==> config.mk <==
export PLATFORM = sky130hd
export DESIGN_NAME = median_filter_ctrl
export DESIGN_NICKNAME = d
export VERILOG_FILES = /design/src/rtl/median_filter_ctrl.sv
export SDC_FILE = /design/constraint.sdc
export NUM_CORES = 1
export LEC_CHECK = 0
export BUFFER_PORTS_ARGS = -buffer_cell sky130_fd_sc_hd__buf_2
export CAP_MARGIN = 20
export CELL_PAD_IN_SITES_DETAIL_PLACEMENT = 1
export CELL_PAD_IN_SITES_GLOBAL_PLACEMENT = 2
export CORE_AREA = 2 2 81 83
export CTS_CLUSTER_SIZE = 24
export DETAILED_ROUTE_END_ITERATION = 10
export DIE_AREA = 0 0 83 85
export PLACE_DENSITY = 0.76
export SKIP_LAST_GASP = 1
export SYNTH_ARGS = -nofsm -noshare
export SYNTH_HDL_FRONTEND = slang
export SYNTH_SLANG_ARGS = --single-unit
==> constraint.sdc <==
create_clock -name clk -period 1.5 [get_ports clk]
set_clock_uncertainty 0.1 [all_clocks]
set_input_delay 0.075 -clock clk [delete_from_list [all_inputs] [get_ports clk]]
set_output_delay 0.075 -clock clk [all_outputs]
set_load 0.005 [all_outputs]
==> src/rtl/median_filter_ctrl.sv <==
// Frame sequencer for the 3x3 median filter: streams 3-row columns into the filter
// and writes the (IMG_W-2)x(IMG_H-2) interior medians. Optional MF_READABLE_CHK_EN adds err.
module median_filter_ctrl #(
    parameter int IMG_W  = 8,
    parameter int IMG_H  = 8,
    parameter int ADDR_W = 6,
    parameter int PIX_W  = 5,
    parameter int LAT    = 3
) (
    input  logic              clk,
    input  logic              reset,
    input  logic              start,
    output logic              busy,
    output logic              done,
    output logic              mem_rd,
    output logic [ADDR_W-1:0] mem_addr0,
    output logic [ADDR_W-1:0] mem_addr1,
    output logic [ADDR_W-1:0] mem_addr2,
    output logic              flt_reset,
    output logic              flt_enable,
    input  logic [PIX_W-1:0]  flt_pixel_out,
    input  logic              flt_readable,
    output logic              wr_en,
    output logic [ADDR_W-1:0] wr_addr,
    output logic [PIX_W-1:0]  wr_data
`ifdef MF_READABLE_CHK_EN
    ,
    output logic              err
`endif
);

    localparam int CW = $clog2(IMG_W);
    localparam int RW = $clog2(IMG_H);
    localparam int DW = (LAT > 1) ? $clog2(LAT) : 1;

    localparam logic [CW-1:0]     C_LAST = CW'(IMG_W - 1);
    localparam logic [RW-1:0]     R_LAST = RW'(IMG_H - 2);
    localparam logic [DW-1:0]     D_LAST = DW'(LAT - 1);
    localparam logic [ADDR_W-1:0] W_A    = ADDR_W'(IMG_W);
    localparam logic [ADDR_W-1:0] W_A2   = ADDR_W'(2 * IMG_W);

    typedef enum logic [2:0] {
        S_IDLE  = 3'd0,
        S_RST   = 3'd1,
        S_FEED  = 3'd2,
        S_DRAIN = 3'd3,
        S_DONE  = 3'd4
    } state_t;

    state_t                        state_q, state_d;
    logic [RW-1:0]                 r_q, r_d;
    logic [CW-1:0]                 c_q, c_d;
    logic [ADDR_W-1:0]             base_q, base_d;
    logic [ADDR_W-1:0]             dst_q, dst_d;
    logic [DW-1:0]                 drn_q, drn_d;
    logic [LAT-1:0]                vld_pipe_q, vld_pipe_d;
    logic [LAT-1:0][ADDR_W-1:0]    addr_pipe_q, addr_pipe_d;
    logic                          rst_pulse;
    logic                          issue_vld;

    // ---------------- state register ----------------
    always_ff @(posedge clk or posedge reset) begin
        if (reset) begin
            state_q <= S_IDLE;
        end else begin
            state_q <= state_d;
        end
    end

    // ---------------- next-state logic ----------------
    always_comb begin
        state_d = state_q;
        case (state_q)
            S_IDLE:  if (start) state_d = S_RST;
            S_RST:   state_d = S_FEED;
            S_FEED:  if (r_q == R_LAST && c_q == C_LAST) state_d = S_DRAIN;
            S_DRAIN: if (drn_q == D_LAST) state_d = S_DONE;
            S_DONE:  state_d = S_IDLE;
            default: state_d = S_IDLE;
        endcase
    end

    // ---------------- output logic ----------------
    always_comb begin
        busy       = 1'b0;
        done       = 1'b0;
        mem_rd     = 1'b0;
        flt_enable = 1'b0;
        rst_pulse  = 1'b0;
        mem_addr0  = '0;
        mem_addr1  = '0;
        mem_addr2  = '0;
        case (state_q)
            S_RST: begin
                busy      = 1'b1;
                rst_pulse = 1'b1;
            end
            S_FEED: begin
                busy       = 1'b1;
                mem_rd     = 1'b1;
                flt_enable = 1'b1;
                mem_addr0  = base_q + ADDR_W'(c_q);
                mem_addr1  = base_q + ADDR_W'(c_q) + W_A;
                mem_addr2  = base_q + ADDR_W'(c_q) + W_A2;
            end
            S_DRAIN: begin
                busy       = 1'b1;
                flt_enable = 1'b1;
            end
            S_DONE:  done = 1'b1;
            default: ;
        endcase
    end

    assign flt_reset = reset | rst_pulse;

    // ---------------- column / row counters ----------------
    // base_q tracks (r-1)*IMG_W; dst_q counts valid windows issued, which is the
    // raster-order destination address since writes land in order.
    assign issue_vld = (state_q == S_FEED) && (c_q >= CW'(2));

    always_comb begin
        r_d    = r_q;
        c_d    = c_q;
        base_d = base_q;
        dst_d  = dst_q;
        drn_d  = drn_q;
        case (state_q)
            S_RST: begin
                r_d    = RW'(1);
                c_d    = '0;
                base_d = '0;
                dst_d  = '0;
                drn_d  = '0;
            end
            S_FEED: begin
                if (c_q == C_LAST) begin
                    c_d    = '0;
                    r_d    = r_q + RW'(1);
                    base_d = base_q + W_A;
                end else begin
                    c_d = c_q + CW'(1);
                end
                if (issue_vld) dst_d = dst_q + ADDR_W'(1);
            end
            S_DRAIN: drn_d = drn_q + DW'(1);
            default: ;
        endcase
    end

    // ---------------- write tracking pipeline ----------------
    always_comb begin
        vld_pipe_d     = '0;
        addr_pipe_d    = '0;
        vld_pipe_d[0]  = issue_vld;
        addr_pipe_d[0] = dst_q;
        for (int i = 1; i < LAT; i++) begin
            vld_pipe_d[i]  = vld_pipe_q[i-1];
            addr_pipe_d[i] = addr_pipe_q[i-1];
        end
    end

    always_ff @(posedge clk or posedge reset) begin
        if (reset) begin
            r_q         <= '0;
            c_q         <= '0;
            base_q      <= '0;
            dst_q       <= '0;
            drn_q       <= '0;
            vld_pipe_q  <= '0;
            addr_pipe_q <= '0;
        end else begin
            r_q         <= r_d;
            c_q         <= c_d;
            base_q      <= base_d;
            dst_q       <= dst_d;
            drn_q       <= drn_d;
            vld_pipe_q  <= vld_pipe_d;
            addr_pipe_q <= addr_pipe_d;
        end
    end

    assign wr_en   = vld_pipe_q[LAT-1];
    assign wr_addr = addr_pipe_q[LAT-1];
    assign wr_data = flt_pixel_out;

`ifdef MF_READABLE_CHK_EN
    // err reports in the offending write cycle and holds until the next RST
    logic err_q, err_d, err_hit;

    assign err_hit = wr_en & ~flt_readable;

    always_comb begin
        err_d = err_q | err_hit;
        if (state_q == S_RST) err_d = 1'b0;
    end

    always_ff @(posedge clk or posedge reset) begin
        if (reset) err_q <= 1'b0;
        else       err_q <= err_d;
    end

    assign err = err_q | err_hit;
`else
    logic unused_readable;
    assign unused_readable = flt_readable;
`endif

endmodule

After elaboration in Yosys (flattened, before gate mapping):

Index checks and enable logic that the tools add are counted.

* register bits after elaboration: 44
* output and inout bits: 35
* logic and storage cells: 63

* add/subtract/negate cells: 8
* order comparisons: 1
* equal/unequal tests: 12
* muxes and demuxes: 21
* bitwise operators: 1
* reduce and logical (&&, ||, !) cells: 10

Operator list (number)
* 2-to-1 mux 6 bit: 5
* case mux 6 bit (2 select lines): 2
* 2-to-1 mux 3 bit: 5
* adder 6 x 4 -> 6 bit (second input constant): 2
* case mux 3 bit (2 select lines): 2
* case mux 3 bit (4 select lines): 1
* == test 3 bit (second input constant): 3
* inequality test 2 bit (second input constant): 4
* adder 3 x 1 -> 3 bit (second input constant): 2
* adder 6 x 1 -> 6 bit (second input constant): 1
* adder 6 x 3 -> 6 bit: 1
* adder 6 x 5 -> 6 bit (second input constant): 1
* == test 3 x 2 -> 1 bit (second input constant): 2
* 2-to-1 mux 1 bit: 5
* case mux 2 bit (2 select lines): 1
* AND reduction 2 bit: 2
* nonzero test 2 bit: 2
* == test 3 x 1 -> 1 bit (second input constant): 1
* greater-or-equal comparator 3 x 2 -> 1 bit (second input constant): 1
* logical NOT 3 bit: 1
* AND reduction 3 bit: 1
* OR reduction 3 bit: 1
* adder 2 x 1 -> 2 bit (second input constant): 1
* == test 2 bit (second input constant): 1
* 4 further kinds: 5

Logic depth before layout (Yosys ltp):

Gate-level depths: netlist of the first run.

* word-level depth: 4
* depth in mapped cells: 5

Worst setup path after synthesis of the first run:

OpenSTA, ideal clock, no wires.

* path kind: register to output
* start: register state_q[0]
* end: output mem_addr1[1]
* arrival time: 1.361 ns
* required time: 1.325 ns
* path slack: -0.036 ns
* cell stages (with the launch flop): 6
* buffers on the path: 2
* cell sequence: dfrtp_1 > or3b_4 > inv_2 > buf_2 > and2_1 > buf_4

* word-level cells in the longest chain between the ends: 2

RTL lines
* from (decl): RTL line 50 `state_t state_q, state_d;`
* from (signal assigned): RTL line 66 `state_q <= state_d;`
* == test 3 x 2 -> 1 bit: RTL line 93 `case (state_q)`
* 2-to-1 mux 6 bit: RTL line 93
* to (decl): RTL line 17 `output logic [ADDR_W-1:0] mem_addr1,`

No other way between the ends.

Worst setup path after layout of the first run:

* start: register state_q[0]
* end: output mem_addr1[0]

The elaborated chain is that of the path after synthesis.

==> key figures, run 1 <==
GRT
  – Largest net degree at the start of global routing: 23
  – First-pass GRT wire length: 5.865 mm
  – Grt total ovfl: 0
  – Number of global-route vias before repair: approximately 1300
  – Initial antenna violation count: 0
  – Total GRT Usage: 10.33%

Detailed routing
  – Iter 0 DRT Violations: 21
  – Drt total wl: 3.480 mm
  – ANT nets after route: 0
  – DR WL/cell: between 10 and 15 um
  – Vias: 1253
  – DR pass1 iterations: 4
  – Residual DRC count: 0
  – Via/cell ratio: 4.396

Die
  – Die H: 85 um
  – Chip width: between 80 and 90 um
  – Starting density of the core: approximately 29%
  – Core Area: around 0.0062 sq mm
  – Die area: around 0.0071 sq mm
  – Num ports: 44
  – Site Rows: 29

Critical path
  – Slowest cell delay on critical path: around 0.43 ns
  – Worst-path maximum fanout: 6
  – Cell at the slowest stage of the critical path: or3b_4
  – Critical Path Source Type: flip-flop
  – Buf/Inv on CP: 2
  – Crit path DAT: 1.47 ns
  – Critical path class: flip-flop to primary output
  – CP required: around 1.3 ns
  – Largest delay contributor family on the critical path: simple AND/OR/NAND/NOR gates
  – Cells along the critical path: or3b_4 > buf_6 > nor2_4 > buf_2
  – Setup crit end kind: primary output

Synthesis
  – Syn Std Cell Area: 0.001783 sq mm
  – Mapped Cells: around 160
  – Sequential share of the synthesized area: a little under three fifths
  – Warnings from Yosys: 0
  – Mean Syn Cell Area: about 11 sq um
  – Netlist cell types: 35
  – Syn_nets: 177
  – Post-synthesis register bit count: 41

Power
  – Worst vdd ir: ~0.41 mV
  – Pwr per Cell Area: approximately 800 mW/mm^2
  – Pleak: between 1 and 1.5 nW
  – Total chip power: roughly 2.0 mW

Timing
  – Hold slack: approximately 0.05 ns
  – Final worst slack: -0.1491 ns
  – Max Clk Rate: 606.4 MHz
  – Worst-Margin Slew: between 0.2 and 0.3 ns
  – Final Max Tran Viols: 0
  – RSZ-0062 raised after global routing: yes
  – Finish-stage setup viols: 29
  – Final hold vios: 0
  – Post-layout min period: between 1.5 and 2 ns
  – Relative slew slack: between 80 and 90%
  – Final Cycle Share: 109.9%

Finish
  – Area grow syn2layout: 34.46%
  – Nets: between 200 and 250
  – Finished Layout Cells: about 290
  – Final Cell Area: 0.002397 sq mm
  – # diodes: 0
  – Fraction of layout cells with a size suffix above 1: between 40% and 50%

Clock tree
  – Clock Latency Late Sink: between 0.2 and 0.3 ns
  – H-tree levels: 2
  – Clock root cell: clkbuf_8
  – CTS Buffer Depth: 2
  – CTS Buf Count: 5
  – Reg clk slew, reported paths: approximately 0.07 ns
  – CTS sink cnt: 41
  – TritonCTS clock tree: yes

Place
  – Area of placed instances: slightly above 0.002 sq mm
  – Post-Place Worst Slack: -0.06226 ns
  – Placed insts: ~270
  – GP Congestion: 0.7143
  – PortBufs: 32
  – HPWL Detailed: 2.478 mm

Hold path
  – HP Class: input pin to primary output

Job
  – Max-cap viol count: 0

Outcome
  – Outcome: complete, but fails checks
  – Failing checks: setup timing
==> metrics by stage <==
| stage | setup TNS (ns) | utilization, % |
|---|---|---|
| 2_1_floorplan | -0.01467 | - |
| 3_3_place_gp | -0.1132 | 32.89 |
| 3_5_place_dp | -0.2706 | 32.89 |
| 4_1_cts | -4.267 | 37.39 |
| 5_1_grt | -5.509 | 38.64 |
| 6_report | -3.311 | 38.64 |
==> synth_stat cells, drive strengths merged <==
master / number / area, sq um
dfrtp: 41 / 1026
nand2: 16 / 60.06
buf: 15 / 111.4
nor2: 10 / 37.54
ha: 9 / 112.6
and2: 7 / 43.79
inv: 7 / 26.27
nand3: 7 / 35.03
o21ai: 7 / 35.03
mux2i: 6 / 60.06
nor3: 6 / 35.03
clkbuf: 4 / 15.01
nand2b: 3 / 18.77
nand4: 2 / 12.51
nor2b: 2 / 12.51
or3b: 2 / 20.02
xnor2: 2 / 17.52
a21o: 1 / 7.510
a21oi: 1 / 5.000
a22o: 1 / 8.760
a31oi: 1 / 6.260
and3: 1 / 6.260
and4: 1 / 8.760
and4bb: 1 / 12.51
nand3b: 1 / 7.510
nand4bb: 1 / 11.26
nor3b: 1 / 7.510
o211ai: 1 / 7.510
o2bb2ai: 1 / 8.760
or3: 1 / 6.260
==> cell type report <==
cell class / instances / area (sq um)
clock inverters: 2 / 35.03
multi-input cells: 92 / 714.4
repair buffers: 61 / 425.4
well taps: 77 / 96.34
clock buffers: 5 / 68.82
flip-flops and latches: 41 / 1026
fillers: 689 / 3807
inverters: 7 / 31.28
==> registers in the layout, summed over array words and instances (netlist names) <==
register     cells
addr_pipe_d     12
dst_q            6
wr_addr          6
base_q           3
c_q              3
r_q              3
state_q          3
vld_pipe_q       3
drn_q            2
==> cell usage in the layout, fill, tap and decap left out, drive strengths merged, types with 5 or more instances in the layout <==
| cell type | netlist | layout |
|---|---|---|
| buf | 15 | 59 |
| dfrtp | 41 | 41 |
| nand2 | 16 | 16 |
| nor2 | 10 | 10 |
| ha | 9 | 9 |
| nand3 | 7 | 7 |
| o21ai | 7 | 7 |
| and2 | 7 | 7 |
| inv | 7 | 7 |
| mux2i | 6 | 6 |
| nor3 | 6 | 6 |
| clkbuf | 4 | 5 |
==> per-layer routing <==
layer  part of all wire, %  track usage [%]  vias to the layer above
met5                     0                0                        -
met1                    42            12.21                      616
met3                   3.9            3.210                        4
met2                    53            17.89                       19
li1                      -                -                      614
met4                  0.89            3.577                        0
==> power by group <==
part	switching, mW	leakage (nW)	internal, mW
sequential	0	0.478	1.10
combinational	0.0247	0.668	0.00993
clock	0.352	0.0540	0.483
total	0.376	1.20	1.60
==> cell families (layout without fill, tap and decap cells) <==
| kind of cell | Yosys count | count (layout) | share of synthesized area, % |
|---|---|---|---|
| flip-flops | 41 | 41 | 57.54 |
| XOR/XNOR | 2 | 2 | 0.9826 |
| AO/OA/AOI/OAI | 13 | 13 | 4.421 |
| multiplexers | 6 | 6 | 3.369 |
| adder cells (fa/ha/maj) | 9 | 9 | 6.316 |
| AND/OR/NAND/NOR | 62 | 62 | 18.81 |
| buffers and inverters | 26 | 75 | 8.561 |
==> repair_timing <==
action	4_1_cts	5_1_grt
endpoints found under the setup margin	29	37
hold buffers	2	0
endpoints found under the hold margin	42	0
pin swaps	7	6
setup buffers	8	2
gates resized for setup	25	14
==> final timing paths <==
path                             startpoint            end  slack (ns)  cells after the start
hold / removal             flt_pixel_out[2]     wr_data[2]        0.05                      0
setup reg to reg                 state_q[0]         c_q[2]       -0.11                      6
hold reg to reg               vld_pipe_q[0]  vld_pipe_q[1]        0.25                      0
min in group asynchronous             reset       dst_q[5]        0.39                      4
max in group asynchronous             reset     wr_addr[0]        0.70                      4
setup / recovery                 state_q[0]   mem_addr1[0]       -0.15                      4
Power figures use the tool's default switching activity.
==> inputs of run 2 (changes only) <==
--- a/config.mk
+++ b/config.mk
@@ -5,6 +5,7 @@
 export SDC_FILE = /design/constraint.sdc
 export NUM_CORES = 1
 export LEC_CHECK = 0
+export ABC_CLOCK_PERIOD_IN_PS = 1500
 export BUFFER_PORTS_ARGS = -buffer_cell sky130_fd_sc_hd__buf_2
 export CAP_MARGIN = 20
 export CELL_PAD_IN_SITES_DETAIL_PLACEMENT = 1
@@ -14,6 +15,7 @@
 export DETAILED_ROUTE_END_ITERATION = 10
 export DIE_AREA = 0 0 83 85
 export PLACE_DENSITY = 0.76
+export RECOVER_POWER = 25
 export SKIP_LAST_GASP = 1
 export SYNTH_ARGS = -nofsm -noshare
 export SYNTH_HDL_FRONTEND = slang
==> constraint.sdc (replaced) <==
create_clock -name clk -period 1.5 [get_ports clk]
set_clock_uncertainty 0.1 [all_clocks]
set_input_delay 0.225 -clock clk [delete_from_list [all_inputs] [get_ports clk]]
set_output_delay 0.225 -clock clk [all_outputs]
set_load 0.005 [all_outputs]
==> run 2 against run 1 <==
Net effect: the run still ends with setup timing left; setup slack got worse by 0.16 ns; wire length is 7.9% higher; first-iteration DRC count down 14%; sequential power hardly changed.
==> key figures, run 2 (same netlist as run 1, synthesis figures left out) <==
Die
  – Core Area: between 0.006 and 0.007 sq mm
  – Num ports: 44
  – Die H: approximately 85 um
  – Chip width: 83 um
  – Die area: roughly 0.0071 sq mm
  – Starting density of the core: 28.74%
  – Site Rows: 29

Finish
  – Final Cell Area: between 0.002 and 0.0025 sq mm
  – # diodes: 0
  – Most frequent cells in the layout: dfrtp_1, buf_2, buf_4
  – Fraction of layout cells with a size suffix above 1: 43.69%
  – Fillers: about 700
  – Nets: 224
  – Area grow syn2layout: 35.44%
  – Commonest non-fill, non-tap cell in the layout: dfrtp_1
  – Max reg flops: 12

Detailed routing
  – ANT nets after route: 0
  – Met3 routed wirelength: 127 um
  – Iter 0 DRT Violations: 18
  – Residual DRC count: 0
  – Vias: about 1300
  – Routed length on met2: about 2 mm
  – DR pass1 iterations: 4
  – Drt total wl: between 3 and 4 mm
  – DR WL/cell: 13.27 um
  – Routed metal-1 wirelength: between 1.5 and 2 mm
  – Via/cell ratio: roughly 4.5
  – Top sig layer: met4

Timing
  – Final worst slack: -0.3048 ns
  – Final Cycle Share: 120.3%
  – Worst-Margin Slew: just over 0.5 ns
  – Max Clk Rate: around 550 MHz
  – Hold slack: approximately 0.018 ns
  – Final Max Tran Viols: 0
  – RSZ-0062 raised after global routing: yes
  – Post-layout min period: approximately 1.8 ns
  – Relative slew slack: between 60% and 70%
  – Finish-stage setup viols: 33
  – Final hold vios: 0

Critical path
  – CP required: about 1.2 ns
  – Setup crit end: mem_addr1[1]
  – Critical Path Start: state_q[0]
  – Cells along the critical path: or3b_4 > inv_6 > and2_4 > buf_6
  – Cell at the slowest stage of the critical path: or3b_4
  – Critical path class: flip-flop to primary output
  – Path depth of the worst reg2reg path: 6
  – Worst reg2reg endpoint: dst_q[3]
  – Worst-path maximum fanout: 8
  – Critical R2R Launch: state_q[0]
  – Critical Path Source Type: flip-flop
  – Slowest cell delay on critical path: 0.45 ns
  – Crit path DAT: between 1 and 1.5 ns
  – Worst reg-to-reg setup slack: -0.22 ns
  – Setup crit end kind: primary output

Clock tree
  – Clock Latency Late Sink: about 0.29 ns
  – Clock root cell: clkbuf_8
  – CTS Buffer Depth: 2
  – TritonCTS clock tree: yes
  – H-tree levels: 2
  – CTS sink cnt: 41
  – CTS Buf Count: 5
  – Reg clk slew, reported paths: 0.07 ns
  – CTS hold repair buffers: 0

GRT
  – Largest net degree at the start of global routing: 42
  – Grt total ovfl: 0
  – Number of global-route vias before repair: 1351
  – First-pass GRT wire length: 6.437 mm
  – Total GRT Usage: 11.52%
  – Initial antenna violation count: 0

Power
  – Pleak: 1.202 nW
  – Pwr per Cell Area: between 800 and 900 mW/mm^2
  – Worst vdd ir: slightly below 0.3 mV

Place
  – Area of placed instances: 0.002086 sq mm
  – GP Congestion: approximately 0.68
  – HPWL Detailed: 2.564 mm
  – PortBufs: 32

Job
  – Max-cap viol count: 0

Outcome
  – Outcome: complete, but fails checks
  – Failing checks: setup timing

Hold path
  – HP Class: input pin to asynchronous set/reset pin
-- run 2: changes by cell type in the layout (fill, tap and decap cells not counted), moves of 2 or more --
cell / previous run / this run
dlygate4sd3_1: 2 / 0
buf_6: 8 / 14
nor2_1: 4 / 7
buf_4: 24 / 20
nor2_2: 4 / 1
buf_2: 27 / 24
-- run 2: repair_timing --
action,4_1_cts,5_1_grt
setup endpoints to repair,37,38
resized for setup,26,12
cloned,0,0
setup buffers,5,5
pin swaps,11,11
endpoints found under the hold margin,0,0
-- run 2: area by class of cell --
class / instances / area (sq um) / area share, %
clock buffer: 5 / 68.82 / 2.850
clock inverter: 2 / 35.03 / 1.451
sequential: 41 / 1026 / 42.49
inverter: 7 / 35.03 / 1.451
tap: 77 / 96.34 / 3.990
timing repair buffer: 59 / 447.9 / 18.55
multi-input combinational: 92 / 705.7 / 29.22
-- run 2: how the worst min path moves through the flow --
stage,slack [ns],cells past startpoint,to
after floorplan,0.11,1,addr_pipe_d[10]
after global placement,0.23,0,vld_pipe_q[1]
after global routing,0.07,3,addr_pipe_d[9]
after CTS,0.04,3,dst_q[3]
after detailed placement,0.24,0,wr_addr[1]
final,0.02,3,dst_q[3]
-- run 2: power breakdown --
group          total [mW]  leakage (nW)  switching (mW)  internal [mW]
logic              0.0302         0.669          0.0248        0.00544
clock network       0.848        0.0540           0.365          0.483
registers            1.10         0.478               0           1.10
-- run 2: critical path, delay by kind of cell, from the launching register on --
kind / cells / cell delay [ns]
flip-flops: 1 / 0.38
buffers and inverters: 2 / 0.19
AND/OR/NAND/NOR: 2 / 0.61
-- run 2: stage by stage --
step                TNS (ns)  power, mW  worst slack, ns  instances  util [%]
finish                -6.938      1.983          -0.3048        283     38.92
global placement      -1.069      1.158         -0.07185        267     33.62
global route          -9.164      2.083          -0.3716        283     38.92
CTS                   -7.492      2.012          -0.3262        279     37.65
detailed placement    -1.951      1.158          -0.1381        267     33.62
floorplan            -0.7779      1.155          -0.1203        159         -
-- run 2: per-layer routing --
| layer | vias to the layer above | GRT usage, % |
|---|---|---|
| li1 | 608 | - |
| met1 | 635 | 13.96 |
| met2 | 19 | 19.43 |
| met3 | 9 | 3.599 |
| met4 | 0 | 4.173 |
| met5 | - | 0 |
